==> config.mk <==
export PLATFORM = sky130hd
export DESIGN_NAME = fp_to_linear
export DESIGN_NICKNAME = d
export VERILOG_FILES = /design/src/rtl/fp_to_linear.sv
export SDC_FILE = /design/constraint.sdc
export NUM_CORES = 1
export LEC_CHECK = 0
export ABC_AREA = 1
export ABC_CLOCK_PERIOD_IN_PS = 3550
export BUFFER_PORTS_ARGS = -buffer_cell sky130_fd_sc_hd__buf_2
export CORE_ASPECT_RATIO = 1.1
export CORE_UTILIZATION = 60
export CTS_BUF_LIST = sky130_fd_sc_hd__clkbuf_8
export DETAILED_ROUTE_END_ITERATION = 6
export PLACE_DENSITY = 0.94
export SLEW_MARGIN = 10
export SYNTH_ARGS = -nofsm -noshare
export SYNTH_HDL_FRONTEND = slang
export SYNTH_SLANG_ARGS = --single-unit
==> constraint.sdc <==
create_clock -name clk -period 3.55 [get_ports clk]
set_clock_uncertainty 0.05 [all_clocks]
set_input_delay 0.5325 -clock clk [delete_from_list [all_inputs] [get_ports clk]]
set_output_delay 0.5325 -clock clk [all_outputs]
set_load 0.03 [all_outputs]
==> src/rtl/fp_to_linear.sv <==
// fp_to_linear: sequential decoder from the 1/3/4-bit float format to a
// 12-bit two's-complement linear value, one significand shift per cycle.
module fp_to_linear (
  input  logic        clk,
  input  logic        rst,
  input  logic        in_valid,
  output logic        in_ready,
  input  logic        S,
  input  logic [2:0]  E,
  input  logic [3:0]  F,
  output logic        out_valid,
  input  logic        out_ready,
  output logic [11:0] D
);

  typedef enum logic [1:0] {
    IDLE  = 2'd0,
    SHIFT = 2'd1,
    FIX   = 2'd2,
    DONE  = 2'd3
  } state_t;

  state_t      state_q, state_d;
  logic [11:0] mag_q, mag_d;
  logic [2:0]  cnt_q, cnt_d;
  logic        sgn_q, sgn_d;
  logic [11:0] d_q, d_d;

  // State and datapath registers.
  always_ff @(posedge clk or posedge rst) begin
    if (rst) begin
      state_q <= IDLE;
      mag_q   <= 12'd0;
      cnt_q   <= 3'd0;
      sgn_q   <= 1'b0;
      d_q     <= 12'd0;
    end else begin
      state_q <= state_d;
      mag_q   <= mag_d;
      cnt_q   <= cnt_d;
      sgn_q   <= sgn_d;
      d_q     <= d_d;
    end
  end

  // Next-state and datapath update; everything holds unless a state acts on it.
  always_comb begin
    state_d = state_q;
    mag_d   = mag_q;
    cnt_d   = cnt_q;
    sgn_d   = sgn_q;
    d_d     = d_q;
    case (state_q)
      IDLE: begin
        if (in_valid) begin
          mag_d   = {8'b0000_0000, F};
          cnt_d   = E;
          sgn_d   = S;
          state_d = (E != 3'd0) ? SHIFT : FIX;
        end else begin
          state_d = IDLE;
        end
      end
      SHIFT: begin
        mag_d = {mag_q[10:0], 1'b0};
        cnt_d = cnt_q - 3'd1;
        if (cnt_q == 3'd1) begin
          state_d = FIX;
        end else begin
          state_d = SHIFT;
        end
      end
      FIX: begin
        // Negating a zero magnitude wraps back to zero, so no negative zero.
        d_d     = sgn_q ? (~mag_q + 12'd1) : mag_q;
        state_d = DONE;
      end
      DONE: begin
        if (out_ready) begin
          state_d = IDLE;
        end else begin
          state_d = DONE;
        end
      end
      default: begin
        state_d = IDLE;
      end
    endcase
  end

  assign in_ready  = (state_q == IDLE);
  assign out_valid = (state_q == DONE);
  assign D         = d_q;

endmodule

==> results.md, run 1 <==
* Relative slew slack at 0.274
* Clock transition at path regs at 60 ps
* CP Cell Sequence: nor2_4 > buf_2
* WS Path Type: reg2out
* Design Area, Final at 1760 um^2
* CTS sink cnt at 30
* Area grow syn2layout at 13.5%
* Via Count at 1389
* Wire per inst at 13.7 um
* CP max stage cell: dfrtp_1
* Hold Buf Count CTS at 0
* Fin. Hold Viols at 0
* Filler instances at 173
* RSZ-0062 raised after global routing: false
* Share of cells above drive strength 1 at 0.193
* Crit path required time at 2970 ps
* P_int at 0.000953 W
* Inserted Diodes at 0
* TritonRoute pass-1 iters at 4
* I/O pins at 26
* Total grt overflow at 0
* Synth area leader: dfrtp_1
* Net Sw Power at 0.000931 W
* Power after layout at 0.00188 W
* Post-route minimum period at 1760 ps
* Drt initial violations at 73
* Detailed-route vias per instance at 5.74
* Post-Route WL at 3310 um
* Starting Density at 0.663
* First-pass GRT wire length at 5840 um
* CTS tree: done
* LEAKAGE at 0.919 nW
* Tcrit/Tclk final at 0.495
* Routed Antenna Nets at 0
* Chip Height at 55.4 um
* Peak VDD IR at 720 uV
* Mapped Area at 1550 um^2
* Synth Register Bits at 30
* Syn. warnings at 0
* Die ar. at 2800 um^2
* Unique cell type count in the Yosys netlist at 27
* Post-CTS Setup Inserts at 0
* Startpoint types: register
* Syn Area/Cell at 8.44 um^2
* Post-Place Cell Area at 1690 um^2
* Arrival time at the worst endpoint at 1170 ps
* Number of global-route vias before repair at 1369
* Die width at 50.5 um
* Post-CTS sizing at 0
* DP HPWL at 2390 um
* Status: finished, final reports clean
* CP max FO at 5
* Power per Cell Area at 1070 nW/um^2
* Number of CTS-inserted buffers at 5
* Clk root buf: clkbuf_8
* Hold WC Path Type: in2reg
* Final RePlAce weighted congestion at 0.890
* # DRC at 0
* Power share of the clock group at 0.127
* Final setup violation count at 0
* Initial antenna violation count at 0
* Max Cap Violations at 0
* Core area at 2340 um^2
* Clk buf depth at 2
* Final #Nets at 227
* Combinational share of power at 0.532
* Sequential group share of total power at 0.341
* Max incr delay on CP at 490 ps
* Syn nets at 199
* Net Sw Frac at 0.494
* Port Buffers at 25
* Pin count of the biggest net entering global routing at 31
* Highest clock rate at 569 MHz
* Setup TNS at 0 ps
* Htree depth at 2
* Total track usage at 0.273
* Most common cell after layout, fill and taps aside: nand2_1
* Slew Limit Fails at 0
* Synth top area share at 0.483
* Synth area leaders: dfrtp_1 48%, nand2_1 12%, inv_1 5.1%
* WHS at 420 ps
* Commonest cells after routing, fill and taps aside: 49 x nand2_1, 30 x dfrtp_1, 25 x buf_2
* Sequential area share after synthesis at 0.483
* CP endpoint kind: primary output
* Slew at the pin closest to its max-slew limit at 1090 ps
* Mapped Cells at 184
* Number of core rows at 18
* Clock Latency Late Sink at 270 ps
final timing paths:
check	start	to	slack [ps]	cells after the start
worst max-delay path	state_q[0]	in_ready	1790	2
worst min-delay path	S	sgn_q	420	3
worst max register to register	mag_q[0]	D[10]	1910	7
worst min register to register	D[11]	D[11]	420	2
max in group asynchronous	rst	mag_q[10]	2310	2
min in group asynchronous	rst	D[2]	480	2
worst max-delay path: cells and delay by family (launching register included):
| family | cells | cell delay (ps) |
|---|---|---|
| buffers and inverters | 1 | 230 |
| DFF | 1 | 490 |
| and+or+nand+nor | 1 | 190 |
registers in the layout, indices dropped and copies added, names as in the netlist:
signal / cells
D: 12
mag_q: 12
cnt_q: 3
state_q: 2
sgn_q: 1
cells by family (layout without fill, tap and decap cells):
logic type      after synthesis  count (layout)  synth area share
simple gates                 86              86             0.259
compound gates               31              31             0.120
flops                        30              30             0.483
buf+inv                      29              57            0.0854
xor+xnor                      5               5            0.0282
fa+ha+maj                     3               3            0.0242
stage by stage:
stage,utilization,cells,worst slack (ps)
final,0.753,242,1790
after global placement,0.720,235,2030
after detailed placement,0.720,235,1950
after CTS,0.753,242,1790
after global routing,0.753,242,1750
after floorplan,-,184,2140
area by class of cell:
type / instances / area [um^2] / share of cell area
Timing Repair Buffer: 25 / 125 / 0.0710
Multi-Input combinational cell: 125 / 669 / 0.380
Clock buffer: 5 / 68.8 / 0.0390
Tap cell: 30 / 37.5 / 0.0213
Inverter: 25 / 104 / 0.0589
Clock inverter: 2 / 7.51 / 0.00426
Sequential cell: 30 / 751 / 0.426
synthesized netlist by cell type, drive strengths merged:
library cell / instances
buf: 4
o311ai: 1
nor2: 17
ha: 3
o211ai: 1
nand4: 1
dfrtp: 30
xor2: 5
a211oi: 3
inv: 25
nor3: 4
o22ai: 8
nand3: 13
o21ai: 16
a21oi: 2
nand2: 51
power groups by stage:
stage,combinational [W],sequential [W],clock [W]
finish,0.00100,0.000643,0.000240
global route,0.00111,0.000663,0.000256
CTS,0.000997,0.000640,0.000238
detailed placement,0.000982,0.000640,0
global placement,0.000928,0.000627,0
floorplan,0.000693,0.000726,0
routing by layer:
metal  GRT usage  vias up  part of all wire
met2       0.488       53              0.53
met4      0.0873        0             0.018
met3      0.0551        9             0.058
li1            -      652                 -
met1       0.321      675              0.40
met5           0        -                 0
Note: power is estimated with default switching activity, not from simulation.
==> run 2: changes to the inputs <==
- ABC_AREA: 1 -> 0
- ABC_CLOCK_PERIOD_IN_PS: 3550 -> 1510
- CORE_UTILIZATION: 60 -> 52
- PLACE_DENSITY: 0.94 -> 0.88
- clock period: 3.55 -> 1.51 ns (I/O delays scaled with it)
==> results.md, run 2 <==
* Die ar. at 3190 um^2
* Fin. Hold Viols at 0
* Sequential area share after synthesis at 0.487
* Clock Latency Late Sink at 290 ps
* Hold Path Depth at 2
* Most common cell after layout, fill and taps aside: dfrtp_1
* Total grt overflow at 0
* Synth Register Bits at 30
* Synth top area share at 0.487
* Design Area, Final at 2130 um^2
* Slew Limit Fails at 0
* Worst r2r dst: D[11]
* Drt initial violations at 48
* I/O pins at 26
* Tcrit/Tclk final at 1.32
* CTS tree: done
* Crit path required time at 1670 ps
* Relative slew slack at 0.749
* Routed Antenna Nets at 0
* Inserted Diodes at 0
* Failing checks: negative setup slack
* Number of core rows at 20
* Top-count cell post-synth: dfrtp_1
* Number of CTS-inserted buffers at 5
* Ys async rst share at 1.00
* RSZ-0062 raised after global routing: true
* Status: finished with violations
* Reg2Reg Depth at 4
* Synth area leader: dfrtp_1
* Crit-path leading delay family: simple AND/OR/NAND/NOR gates
* Initial antenna violation count at 0
* Power per Cell Area at 2490 nW/um^2
* # DRC at 0
* Post-Place Cell Area at 1820 um^2
* DP HPWL at 2470 um
* Clock transition at path regs at 60 ps
* Clk root buf: clkbuf_8
* Reg-to-reg startpoint: mag_q[5]
* Final #Nets at 223
* CP max stage cell: or4_4
* Flop2flop setup slack at -480 ps
* Worst Hold End: state_q[1]
* Detailed-route vias per instance at 5.67
* CP Cell Sequence: or4_4 > or3_4 > or4_1 > o211ai_1
* Core area at 2800 um^2
* Arrival time at the worst endpoint at 2150 ps
* Chip Height at 59.1 um
* CP bufs+invs at 0
* Slew at the pin closest to its max-slew limit at 376 ps
* Starting Density at 0.550
* CTS sink cnt at 30
* Peak VDD IR at 1280 uV
* Combinational share of power at 0.582
* Hold Path Origin: out_ready
* Net Sw Frac at 0.416
* Port Buffers at 25
* Area grow syn2layout at 38.4%
* Filler instances at 190
* List of most frequent post-synthesis cells: 30 x dfrtp_1, 17 x o21ai_0, 15 x nand2_1, 9 x inv_1
* Max incr delay on CP at 550 ps
* Highest clock rate at 502 MHz
* WHS at 77.0 ps
* Final setup violation count at 6
* Post-synth EDFFs at 0
* Syn nets at 169
* CP endpoint kind: register
* Clk buf depth at 2
* Mapped Cells at 154
* Syn Area/Cell at 10.0 um^2
* Number of global-route vias before repair at 1352
* Sequential group share of total power at 0.272
* Final RePlAce weighted congestion at 0.819
* Via Count at 1371
* Share of cells above drive strength 1 at 0.397
* Synth area leaders: dfrtp_1 49%, o21ai_0 5.5%, nand2_1 3.7%
* Net Sw Power at 0.00221 W
* Post-route minimum period at 1990 ps
* TritonRoute pass-1 iters at 4
* Final worst setup slack at -484 ps
* First-pass GRT wire length at 5990 um
* Mapped Area at 1540 um^2
* Commonest cells after routing, fill and taps aside: 29 x dfrtp_1, 23 x buf_2, 23 x buf_4
* Wire per inst at 15.1 um
* Startpoint types: register
* Unique cell type count in the Yosys netlist at 39
* Total track usage at 0.266
* Hold WC Path Type: in2reg
* CP max FO at 3
* Syn. warnings at 0
* Post-Route WL at 3650 um
* LEAKAGE at 1.01 nW
* Power share of the clock group at 0.146
* Htree depth at 2
* Die width at 53.9 um
* Pin count of the biggest net entering global routing at 31
* Main synth FF type: dfrtp_1
* Max Cap Violations at 0
* WS Path Type: reg2reg
* P_int at 0.00310 W
-- run 2: changes by cell type in the layout (fill, tap and decap cells not counted), moves of 5 or more --
cell | before | now
nor2_1 | 14 | 6
inv_1 | 23 | 8
nand3_1 | 13 | 1
buf_4 | 0 | 23
a22o_1 | 0 | 6
nand2_1 | 49 | 15
buf_6 | 0 | 8
a21oi_1 | 2 | 7
o22ai_1 | 8 | 2
-- run 2: area by class of cell --
class                   count  area, um^2  area share
flip-flops and latches     30         752       0.352
well taps                  33        41.3      0.0194
multi-input cells         106         800       0.375
repair buffers             56         395       0.185
clock buffers               5        68.8      0.0323
clock inverters             3        37.5      0.0176
inverters                   9        38.8      0.0182
-- run 2: power groups by stage --
stage          Sequential, W  Clock (W)  Combinational [W]
5_1_grt              0.00149   0.000823            0.00337
3_5_place_dp         0.00144          0            0.00239
4_1_cts              0.00143   0.000788            0.00293
2_1_floorplan        0.00166          0            0.00133
3_3_place_gp         0.00140          0            0.00228
6_report             0.00144   0.000775            0.00309
-- run 2: worst max path at each step --
stage / start / end / slack [ps] / depth (start not counted)
after floorplan: mag_q[5] / D[11] / -460 / 4
after global placement: mag_q[5] / D[11] / -420 / 4
after detailed placement: mag_q[5] / D[11] / -460 / 4
after CTS: mag_q[5] / D[11] / -460 / 4
after global routing: mag_q[5] / D[11] / -560 / 4
final: mag_q[5] / D[11] / -480 / 4
-- run 2: through the flow --
| stage | total power (W) | utilization | setup WS [ps] | TNS [ps] | std cells |
|---|---|---|---|---|---|
| after detailed placement | 0.00383 | 0.648 | -459 | -2020 | 225 |
| after global placement | 0.00368 | 0.648 | -422 | -1610 | 225 |
| after global routing | 0.00568 | 0.761 | -556 | -2410 | 242 |
| after floorplan | 0.00299 | - | -457 | -1220 | 154 |
| after CTS | 0.00514 | 0.746 | -464 | -1970 | 239 |
| final | 0.00531 | 0.761 | -484 | -2010 | 242 |
-- run 2: what timing repair did --
item	4_1_cts	5_1_grt
pin swaps	4	5
setup buffers	5	5
gates cloned	0	0
setup endpoints to repair	10	10
resized for setup	33	9
hold endpoints to repair	30	0
hold buffers	1	0
-- run 2: kinds of logic (layout without fill, tap and decap cells) --
logic type	after synthesis	after routing	synth area share
flip-flops	30	30	0.487
buffers and inverters	18	73	0.0592
XOR/XNOR	7	7	0.0398
adder cells (fa/ha/maj)	3	3	0.0244
multiplexers	2	2	0.0138
AND/OR/NAND/NOR	42	42	0.148
AO/OA/AOI/OAI	52	52	0.228
-- run 2: metal layers --
layer | share of wire | GRT usage | up-vias
met2 | 0.52 | 0.429 | 42
met3 | 0.048 | 0.0872 | 6
met1 | 0.42 | 0.316 | 662
met4 | 0.018 | 0.124 | 0
li1 | - | - | 661
met5 | 0 | 0 | -
==> run 3: changes to the inputs <==
--- a/config.mk
+++ b/config.mk
@@ -7,3 +7,3 @@
 export LEC_CHECK = 0
-export ABC_AREA = 0
+export ABC_AREA = 1
 export ABC_CLOCK_PERIOD_IN_PS = 1510
--- a/constraint.sdc
+++ b/constraint.sdc
@@ -4,2 +4,2 @@
 set_output_delay 0.2265 -clock clk [all_outputs]
-set_load 0.03 [all_outputs]
+set_load 0.1 [all_outputs]
==> results.md, run 3 (same netlist as run 1, synthesis figures left out) <==
* Status: finished, final reports clean
* WS Path Type: reg2out
* Crit-path leading delay family: flip-flops
* Reg2Reg Depth at 6
* Clock Latency Late Sink at 280 ps
* Post-Route WL at 2850 um
* CTS tree: done
* Total grt overflow at 0
* Total track usage at 0.212
* RSZ-0062 raised after global routing: false
* Drt initial violations at 20
* Number of global-route vias before repair at 1166
* Clk root buf: clkbuf_8
* Max Cap Violations at 0
* Worst r2r dst: cnt_q[2]
* CP bufs+invs at 1
* Arrival time at the worst endpoint at 1180 ps
* I/O pins at 26
* Share of cells above drive strength 1 at 0.218
* Initial antenna violation count at 0
* Core area at 2800 um^2
* Final RePlAce weighted congestion at 0.840
* Wire per inst at 11.4 um
* Hold Path Origin: F[0]
* Port Buffers at 25
* Slew at the pin closest to its max-slew limit at 490 ps
* Hold Path Depth at 3
* CP max FO at 5
* Clock transition at path regs at 60 ps
* First-pass GRT wire length at 4770 um
* CP endpoint kind: primary output
* Hold WC Path Type: in2reg
* Commonest cells after routing, fill and taps aside: 49 x nand2_1, 29 x dfrtp_1, 23 x buf_2
* Htree depth at 2
* Inserted Diodes at 0
* Startpoint types: register
* Starting Density at 0.554
* Die ar. at 3210 um^2
* Chip Height at 59.3 um
* Highest clock rate at 688 MHz
* Routed Antenna Nets at 0
* Reg-to-reg startpoint: state_q[1]
* Flop2flop setup slack at 140 ps
* Fin. Hold Viols at 0
* Worst Hold End: mag_q[0]
* Die width at 54.1 um
* Tcrit/Tclk final at 0.962
* Area grow syn2layout at 18.8%
* Relative slew slack at 0.676
* Post-Place Cell Area at 1740 um^2
* Design Area, Final at 1840 um^2
* Clk buf depth at 2
* CP Cell Sequence: nor2_4 > buf_12
* Pin count of the biggest net entering global routing at 31
* CTS sink cnt at 30
* Via Count at 1277
* Final setup violation count at 0
* Detailed-route vias per instance at 5.13
* Slew Limit Fails at 0
* Number of CTS-inserted buffers at 5
* # DRC at 0
* Post-route minimum period at 1450 ps
* Max incr delay on CP at 470 ps
* DP HPWL at 2170 um
* Final #Nets at 230
* Crit path required time at 1230 ps
* Most common cell after layout, fill and taps aside: nand2_1
* Post-CTS Setup Inserts at 0
* Number of core rows at 20
* CP max stage cell: dfrtp_2
* TritonRoute pass-1 iters at 4
[run 3: layout make-up]
| class | count | area, um^2 |
|---|---|---|
| multi-input cells | 125 | 673 |
| fillers | 246 | 958 |
| clock buffers | 6 | 82.6 |
| inverters | 25 | 106 |
| flip-flops and latches | 30 | 752 |
| well taps | 33 | 41.3 |
| repair buffers | 28 | 180 |
| clock inverters | 2 | 8.76 |
[run 3: stage by stage]
stage | instances | hold slack [ps] | setup TNS [ps] | util | setup slack, ps
2_1_floorplan | 184 | 267 | -2240 | - | -187
3_3_place_gp | 240 | 258 | 0 | 0.621 | 41.5
5_1_grt | 249 | 117 | 0 | 0.658 | 7.52
6_report | 249 | 109 | 0 | 0.658 | 56.9
4_1_cts | 249 | 97.2 | 0 | 0.657 | 42.7
3_5_place_dp | 240 | 264 | -29.3 | 0.621 | -29.3
[run 3: worst max path at each step]
| stage | start | slack (ps) | depth (start not counted) | end |
|---|---|---|---|---|
| after CTS | state_q[0] | 40 | 2 | in_ready |
| after global routing | state_q[0] | 8 | 2 | in_ready |
| after detailed placement | mag_q[1] | -30 | 7 | D[10] |
| final | state_q[0] | 60 | 2 | in_ready |
| after floorplan | state_q[0] | -190 | 7 | mag_q[7] |
| after global placement | mag_q[1] | 40 | 7 | D[10] |
[run 3: worst reg2reg max path: cells and delay by family, from the launching register on]
family                 cells  cell delay, ps
XOR/XNOR                   1             140
AO/OA/AOI/OAI              1             120
buffers and inverters      2             310
AND/OR/NAND/NOR            2             230
flip-flops                 1             430
[run 3: per-layer routing]
metal | vias to the layer above | wire, um | global-route usage
li1 | 661 | - | -
met1 | 590 | 1230 | 0.228
met2 | 22 | 1480 | 0.362
met3 | 4 | 96 | 0.0744
met4 | 0 | 38 | 0.103
met5 | - | 0 | 0
[run 3: repair_timing]
item / CTS / global route
gates cloned: 0 / 0
endpoints found under the hold margin: 30 / 0
pin swaps: 0 / 0
endpoints found under the setup margin: 2 / 1
hold buffers: 1 / 0
gates resized for setup: 1 / 1
Power of run 3 is not shown: default switching activity piles up to over one toggle a cycle in this logic, so the estimate is an artifact.
